==> config.mk <==
export PLATFORM = sky130hd
export DESIGN_NAME = tx_ipv4
export DESIGN_NICKNAME = d
export VERILOG_FILES = /design/src/rtl/vthernet_pkg.sv /design/src/rtl/ipv4_csum.sv /design/src/rtl/tx_ipv4.sv
export SDC_FILE = /design/constraint.sdc
export NUM_CORES = 1
export LEC_CHECK = 0
export BUFFER_PORTS_ARGS = -buffer_cell sky130_fd_sc_hd__buf_2
export CAP_MARGIN = 20
export CORE_UTILIZATION = 25
export CTS_CLUSTER_SIZE = 14
export DETAILED_ROUTE_END_ITERATION = 10
export HOLD_SLACK_MARGIN = 0.02
export SLEW_MARGIN = 20
export SYNTH_ARGS = -nofsm -noshare
export SYNTH_HDL_FRONTEND = slang
export SYNTH_SLANG_ARGS = --single-unit
export TNS_END_PERCENT = 10
==> constraint.sdc <==
create_clock -name TX_CLK -period 2.9 [get_ports TX_CLK]
set_clock_uncertainty 0.15 [all_clocks]
set_input_delay 0.58 -clock TX_CLK [delete_from_list [all_inputs] [get_ports TX_CLK]]
set_output_delay 0.58 -clock TX_CLK [all_outputs]
set_load 0.005 [all_outputs]
==> src/rtl/vthernet_pkg.sv <==
// Shared IPv4 transmit types, header constants and header word helper.
// Used by tx_ipv4 and ipv4_csum.
package vthernet_pkg;

  typedef enum logic [2:0] {
    S_IDLE,
    S_CSUM,
    S_FOLD,
    S_HDR,
    S_DATA,
    S_DONE
  } state_t;

  localparam logic [3:0]  IPV4_VERSION     = 4'd4;
  localparam logic [3:0]  IPV4_IHL         = 4'd5;
  localparam logic [15:0] IPV4_HDR_BYTES   = 16'd20;
  localparam logic [15:0] IPV4_MAX_PAYLOAD = 16'd1480;
  localparam logic [15:0] IPV4_FLAGS_DF    = 16'h4000;
  localparam logic [7:0]  IPV4_PROTO_UDP   = 8'h11;
  localparam logic [15:0] CSUM_WORDS       = 16'd10;

  typedef struct packed {
    logic [31:0] src;
    logic [31:0] dst;
    logic [7:0]  tos;
    logic [7:0]  ttl;
    logic [7:0]  proto;
    logic [15:0] id;
    logic [15:0] len;
  } hdr_t;

  function automatic logic [15:0] hdr_word(
    input hdr_t        h,
    input logic [3:0]  idx,
    input logic [15:0] csum
  );
    logic [15:0] w;
    w = '0;
    case (idx)
      4'd0: w = {IPV4_VERSION, IPV4_IHL, h.tos};
      4'd1: w = IPV4_HDR_BYTES + h.len;
      4'd2: w = h.id;
      4'd3: w = IPV4_FLAGS_DF;
      4'd4: w = {h.ttl, h.proto};
      4'd5: w = csum;
      4'd6: w = h.src[31:16];
      4'd7: w = h.src[15:0];
      4'd8: w = h.dst[31:16];
      4'd9: w = h.dst[15:0];
      default: w = '0;
    endcase
    return w;
  endfunction

endpackage

==> src/rtl/ipv4_csum.sv <==
// Ones-complement header checksum: clear, accumulate words, fold.
// Carries are wrapped on every add so 17 bits never overflow.
module ipv4_csum
  import vthernet_pkg::*;
(
  input  logic        clk,
  input  logic        rst,
  input  logic        clr,
  input  logic        add,
  input  logic        fold,
  input  logic [15:0] word,
  output logic [15:0] sum
);

  logic [16:0] acc;
  logic [16:0] t;
  logic [15:0] f;

  always_comb begin
    t = {1'b0, acc[15:0]} + {16'd0, acc[16]};
    f = t[15:0] + {15'd0, t[16]};
  end

  always_ff @(posedge clk) begin
    if (rst) begin
      acc <= '0;
      sum <= '0;
    end else if (clr) begin
      acc <= '0;
    end else if (add) begin
      acc <= {1'b0, acc[15:0]} + {16'd0, acc[16]}
             + {1'b0, word};
    end else if (fold) begin
      sum <= ~f;
    end
  end

endmodule

==> src/rtl/tx_ipv4.sv <==
// IPv4 datagram transmitter: header build, checksum, payload pass-through.
// Define TX_IPV4_CHECKSUM_EN to compute the header checksum (else 0).
module tx_ipv4
  import vthernet_pkg::*;
#(
  parameter int             OCT = 8,
  parameter logic [OCT-1:0] UDP = 8'h11
) (
  input  logic             TX_CLK,
  input  logic             rst,
  input  logic             func_en,
  input  logic [OCT*4-1:0] ip_addr,
  input  logic [OCT*4-1:0] tx_dst_ip,
  input  logic [OCT-1:0]   tx_tos,
  input  logic [OCT-1:0]   tx_ttl,
  input  logic [OCT-1:0]   tx_protocol,
  input  logic [OCT*2-1:0] tx_id,
  input  logic [OCT*2-1:0] tx_payload_len,
  input  logic             tx_ipv4_start,
  output logic             tx_ipv4_busy,
  input  logic             tx_payload_v,
  input  logic [OCT-1:0]   tx_payload_data,
  output logic             tx_payload_ready,
  output logic             tx_ipv4_data_v,
  output logic [OCT-1:0]   tx_ipv4_data,
  output logic             tx_ipv4_irq,
  output logic             tx_ipv4_err
);

  state_t      state;
  hdr_t        hdr;
  logic [15:0] cnt;
  logic [15:0] csum;
  logic [15:0] out_word;
  logic [7:0]  hdr_byte;

  assign out_word = hdr_word(hdr, cnt[4:1], csum);
  assign hdr_byte = cnt[0] ? out_word[7:0] : out_word[15:8];

`ifdef TX_IPV4_CHECKSUM_EN
  logic [15:0] sum_word;
  logic        cs_clr;
  logic        cs_add;
  logic        cs_fold;

  // Checksum field reads as zero while it is being summed
  assign sum_word = hdr_word(hdr, cnt[3:0], 16'h0000);
  assign cs_clr   = func_en && (state == S_IDLE);
  assign cs_add   = func_en && (state == S_CSUM);
  assign cs_fold  = func_en && (state == S_FOLD);

  ipv4_csum u_csum (
    .clk  (TX_CLK),
    .rst  (rst),
    .clr  (cs_clr),
    .add  (cs_add),
    .fold (cs_fold),
    .word (sum_word),
    .sum  (csum)
  );
`else
  assign csum = 16'h0000;
`endif

  always_ff @(posedge TX_CLK) begin
    if (rst) begin
      state            <= S_IDLE;
      hdr              <= '{proto: UDP, default: '0};
      cnt              <= '0;
      tx_ipv4_busy     <= 1'b0;
      tx_payload_ready <= 1'b0;
      tx_ipv4_data_v   <= 1'b0;
      tx_ipv4_data     <= '0;
      tx_ipv4_irq      <= 1'b0;
      tx_ipv4_err      <= 1'b0;
    end else if (func_en) begin
      tx_ipv4_irq <= 1'b0;
      tx_ipv4_err <= 1'b0;
      unique case (state)
        S_IDLE: begin
          if (tx_ipv4_start) begin
            if (tx_payload_len == '0 ||
                tx_payload_len > IPV4_MAX_PAYLOAD) begin
              tx_ipv4_err <= 1'b1;
            end else begin
              hdr <= '{src:   ip_addr,
                       dst:   tx_dst_ip,
                       tos:   tx_tos,
                       ttl:   tx_ttl,
                       proto: tx_protocol,
                       id:    tx_id,
                       len:   tx_payload_len};
              cnt          <= '0;
              tx_ipv4_busy <= 1'b1;
              state        <= S_CSUM;
            end
          end
        end
        S_CSUM: begin
          cnt <= cnt + 16'd1;
          if (cnt == CSUM_WORDS - 16'd1) begin
            cnt   <= '0;
            state <= S_FOLD;
          end
        end
        S_FOLD: begin
          tx_ipv4_data   <= hdr_byte;
          tx_ipv4_data_v <= 1'b1;
          cnt            <= 16'd1;
          state          <= S_HDR;
        end
        S_HDR: begin
          tx_ipv4_data <= hdr_byte;
          cnt          <= cnt + 16'd1;
          // Ready rises with the last header byte so payload follows gaplessly
          if (cnt == IPV4_HDR_BYTES - 16'd1) begin
            cnt              <= '0;
            tx_payload_ready <= 1'b1;
            state            <= S_DATA;
          end
        end
        S_DATA: begin
          if (tx_payload_v) begin
            tx_ipv4_data <= tx_payload_data;
            cnt          <= cnt + 16'd1;
            if (cnt == hdr.len - 16'd1) begin
              tx_payload_ready <= 1'b0;
              state            <= S_DONE;
            end
          end else begin
            tx_ipv4_data_v   <= 1'b0;
            tx_payload_ready <= 1'b0;
            tx_ipv4_busy     <= 1'b0;
            tx_ipv4_err      <= 1'b1;
            state            <= S_IDLE;
          end
        end
        S_DONE: begin
          tx_ipv4_data_v <= 1'b0;
          tx_ipv4_irq    <= 1'b1;
          tx_ipv4_busy   <= 1'b0;
          state          <= S_IDLE;
        end
        default: state <= S_IDLE;
      endcase
    end
  end

endmodule

==> results_tabular.tex <==
\begin{tabular}{lr}
\hline
Metric & Value \\
\hline
\multicolumn{2}{l}{\textbf{Outcome}} \\
Status & finished clean \\
\multicolumn{2}{l}{\textbf{Setup path}} \\
Required time of the worst setup path & 3.07 ns \\
Cell with the largest stage delay on the worst path & sky130\_fd\_sc\_hd\_\_or4\_4 \\
Maximum fanout count along the critical path & 2 \\
Critical Path End Type & flip-flop \\
CP cell instances & or4\_4 > or4\_4 > nor3\_4 > xnor2\_1 > nand4\_1 > a2111o\_1 > a211o\_1 > and4b\_1 \\
Startpoint type of the worst setup path & flip-flop \\
Combined buffer and inverter count along the critical path & 0 \\
Reg-to-Reg End & state[0] \\
CP max stage delay & 0.53 ns \\
Setup Crit Path Kind & flip-flop to flip-flop \\
Number of cell instances on the worst register-to-register path & 8 \\
Crit path arrival time & 3.06 ns \\
Cell family with the largest share of critical-path delay & simple AND/OR/NAND/NOR gates \\
Critical R2R Launch & hdr[11] \\
Reg-to-reg slack, setup & 0.009 ns \\
CP most frequent cell & sky130\_fd\_sc\_hd\_\_or4\_4 \\
\multicolumn{2}{l}{\textbf{Power and ir drop}} \\
Register share of total power & 0.427 \\
Share of total power in combinational logic & 0.149 \\
Proportion of power drawn by the clock network & 0.424 \\
Maximum vdd ir drop & 0.412 mV \\
Net switching power figure & 1.43 mW \\
Switching Fraction & 0.276 \\
Static Leak & 3.49 nW \\
Internal Pwr Total & 3.75 mW \\
Total power per unit cell area & 546 nW/µm² \\
\multicolumn{2}{l}{\textbf{Final layout}} \\
Area growth syn-to-layout & 28.9\% \\
Count of nets after finishing & 1246 \\
Share of cells above drive strength 1 & 0.236 \\
Final Core Density & 0.329 \\
Final-layout fill cell count & 3093 \\
Final instance area & 9470 µm² \\
Antenna diodes & 0 \\
\multicolumn{2}{l}{\textbf{Die}} \\
Standard cell core area & 28800 µm² \\
Die Area & 30100 µm² \\
Chip width & 173 µm \\
Initial standard-cell utilization of the core & 0.255 \\
Chip Height & 173 µm \\
Total I/O pin count & 146 \\
Cell Rows & 62 \\
\multicolumn{2}{l}{\textbf{Timing}} \\
Pin slew with the least headroom to its limit & 0.920 ns \\
Setup Total Neg Slack & 0 ns \\
Final Hold Vio Count & 0 \\
Share of the clock period used by the worst path & 0.997 \\
Highest attainable clock frequency & 346 MHz \\
Relative slew margins & 0.382 \\
Count of endpoints failing setup in the final report & 0 \\
Post-layout minimum cycle time & 2.89 ns \\
Final-report max-slew violation count & 0 \\
RSZ-0062 raised after global routing & yes \\
\multicolumn{2}{l}{\textbf{Synth}} \\
Mean post-synth cell area & 7.68 µm² \\
Unique masters post-synth & 67 \\
Sequential fraction of the synthesis area & 0.414 \\
Most frequent cell after synthesis & sky130\_fd\_sc\_hd\_\_nand2\_1 \\
Commonest cells post-synth & 268 x sky130\_fd\_sc\_hd\_\_nand2\_1, 152 x sky130\_fd\_sc\_hd\_\_dfxtp\_1, 144 x sky130\_fd\_sc\_hd\_\_a21oi\_1 \\
Portion of synthesized cell area occupied by the leading cell type & 0.414 \\
Yosys warning total & 0 \\
Gate count after technology mapping & 957 \\
Number of flops mapped to enable cells by yosys & 0 \\
Synth async-reset ratio & 0 \\
Number of synthesized register bits & 152 \\
Prevailing post-synth register cell & sky130\_fd\_sc\_hd\_\_dfxtp\_1 \\
Post-synth net total & 1095 \\
Library cell with the largest summed area after synthesis & sky130\_fd\_sc\_hd\_\_dfxtp\_1 \\
Main area contributors after synthesis & sky130\_fd\_sc\_hd\_\_dfxtp\_1 41\%, sky130\_fd\_sc\_hd\_\_nand2\_1 14\%, sky130\_fd\_sc\_hd\_\_a21oi\_1 9.8\%, sky130\_fd\_sc\_hd\_\_xor2\_1 3.2\%, sky130\_fd\_sc\_hd\_\_clkbuf\_1 3.0\% \\
Cell area after synthesis & 7350 µm² \\
\multicolumn{2}{l}{\textbf{Routing}} \\
Routed Wire Length & 25200 µm \\
Number of remaining DRC errors & 0 \\
Drt first pass iters & 7 \\
Detailed-route via count & 7409 \\
Number of vias per cell after detailed routing & 4.92 \\
Starting DRC count in detailed routing & 728 \\
Number of nets with antenna violations after detailed routing & 0 \\
Wire length per cell & 16.7 µm \\
\multicolumn{2}{l}{\textbf{Clocking}} \\
Number of levels in the clock H-tree & 4 \\
TritonCTS clock tree & yes \\
Clock slew at the register clock pins of the worst setup and hold paths & 0.06 ns \\
Clock insertion delay at the later pin of the skew report & 0.43 ns \\
Number of hold buffers added after cts & 0 \\
Total clock sinks & 152 \\
CTS root buffer & sky130\_fd\_sc\_hd\_\_clkbuf\_16 \\
Max Buffers Root-to-Sink & 2 \\
Clock buffers created by TritonCTS & 17 \\
\multicolumn{2}{l}{\textbf{Hold path}} \\
Worst Hold Depth & 3 \\
End of the worst hold path & hdr[36] \\
Origin of the worst min-delay path & tx\_protocol[4] \\
Class of the tightest hold or removal check & input port to flip-flop \\
\multicolumn{2}{l}{\textbf{Global route}} \\
Overall Global Routing Usage & 0.166 \\
Number of antenna violations at the first check in global routing & 0 \\
Total grt overflow & 0 \\
Maximum number of pins on one net before global-route repair & 85 \\
First-pass GRT wire length & 38900 µm \\
Via count of the first global-routing pass & 6936 \\
\multicolumn{2}{l}{\textbf{Placed design}} \\
Cell area reported after detailed placement & 8860 µm² \\
HPWL after detailed placement & 19000 µm \\
\# port buffers & 145 \\
Final estimated routing congestion in global placement & 0.855 \\
\multicolumn{2}{l}{\textbf{Flow run}} \\
Maximum capacitance violations & 0 \\
\hline
\end{tabular}
==> kinds of logic (layout without fill, tap and decap cells) <==
family / count (synthesis) / in the layout / share of synthesized area
AOI/OAI and AO/OA: 244 / 244 / 0.206
buffers and inverters: 85 / 249 / 0.0482
muxes: 3 / 3 / 0.00409
xor gates and xnor gates: 41 / 41 / 0.0489
and+or+nand+nor: 427 / 427 / 0.270
DFF: 152 / 152 / 0.414
adders and majority gates: 5 / 5 / 0.00851
==> what timing repair did <==
item,in CTS,in global routing
gates resized for setup,2,4
pin swaps,2,2
setup endpoints to repair,3,4
buffers inserted,1,0
==> worst min-delay path: cells and delay by family <==
kind,cells,cell delay (ns)
buf+inv,1,0.08
simple gates,2,0.11
==> area by class of cell <==
type	instances	area [µm²]	share of cell area
Timing Repair Buffer	208	1310	0.139
Clock inverter	13	133	0.0140
Inverter	9	33.8	0.00357
Sequential cell	152	3050	0.321
Clock buffer	19	453	0.0478
Multi-Input combinational cell	720	4020	0.424
Tap cell	384	480	0.0507
==> metal layers <==
metal / vias to the layer above / GRT usage / wire length [µm]
li1: 3641 / - / -
met1: 3478 / 0.233 / 12000
met2: 261 / 0.255 / 11200
met3: 29 / 0.0305 / 1450
met4: 0 / 0.0527 / 569
met5: - / 0 / 0
==> power groups by stage <==
stage / clock network, mW / registers [mW] / logic (mW)
CTS: 2.24 / 2.21 / 0.764
global placement: 0 / 2.26 / 0.753
detailed placement: 0 / 2.26 / 0.757
global route: 2.33 / 2.22 / 0.844
floorplan: 0 / 2.23 / 0.396
finish: 2.19 / 2.21 / 0.771
==> cell usage in the layout, fill, tap and decap left out, types with 5 or more instances in the layout <==
master	count
sky130_fd_sc_hd__nand2_1	268
sky130_fd_sc_hd__dfxtp_1	150
sky130_fd_sc_hd__buf_2	144
sky130_fd_sc_hd__a21oi_1	143
sky130_fd_sc_hd__buf_4	55
sky130_fd_sc_hd__nor2_1	40
sky130_fd_sc_hd__xor2_1	27
sky130_fd_sc_hd__nand3_1	19
sky130_fd_sc_hd__clkbuf_16	17
sky130_fd_sc_hd__a22oi_1	16
sky130_fd_sc_hd__nor3_1	14
sky130_fd_sc_hd__xnor2_1	14
sky130_fd_sc_hd__a211oi_1	12
sky130_fd_sc_hd__a222oi_1	12
sky130_fd_sc_hd__a221oi_1	12
sky130_fd_sc_hd__o21ai_0	12
sky130_fd_sc_hd__and2_1	11
sky130_fd_sc_hd__nand4_1	9
sky130_fd_sc_hd__and3_1	9
sky130_fd_sc_hd__buf_12	9
sky130_fd_sc_hd__inv_1	8
sky130_fd_sc_hd__nand2b_1	6
sky130_fd_sc_hd__a31oi_1	5
sky130_fd_sc_hd__nor4_1	5
sky130_fd_sc_hd__a22o_1	5
sky130_fd_sc_hd__ha_1	5
sky130_fd_sc_hd__inv_6	5
==> through the flow <==
step	total power [mW]	cells	setup WS, ns	hold WS (ns)
final	5.18	1505	0.00884	0.223
after global routing	5.39	1505	-0.0855	0.241
after CTS	5.21	1505	-0.0180	0.218
after detailed placement	3.01	1472	-0.0771	0.296
after global placement	3.01	1472	-0.0599	0.289
after floorplan	2.62	957	0.0507	0.281
==> sequential cells by signal, indices dropped and copies added, names as in the netlist <==
name              flops
tx_ipv4_err           1
tx_ipv4_data_v        1
hdr                 120
tx_payload_ready      1
tx_ipv4_busy          1
tx_ipv4_irq           1
cnt                  16
state                 3
tx_ipv4_data          8
==> how the worst max path moves through the flow <==
stage	endpoint	from	slack [ns]	cells past startpoint
5_1_grt	state[0]	hdr[3]	-0.09	10
2_1_floorplan	state[0]	hdr[11]	0.05	9
4_1_cts	state[0]	hdr[0]	-0.02	8
3_5_place_dp	cnt[3]	tx_payload_len[12]	-0.08	8
3_3_place_gp	cnt[3]	tx_payload_len[12]	-0.06	8
6_report	state[0]	hdr[11]	0.009	8
(Power assumes the default switching activity.)
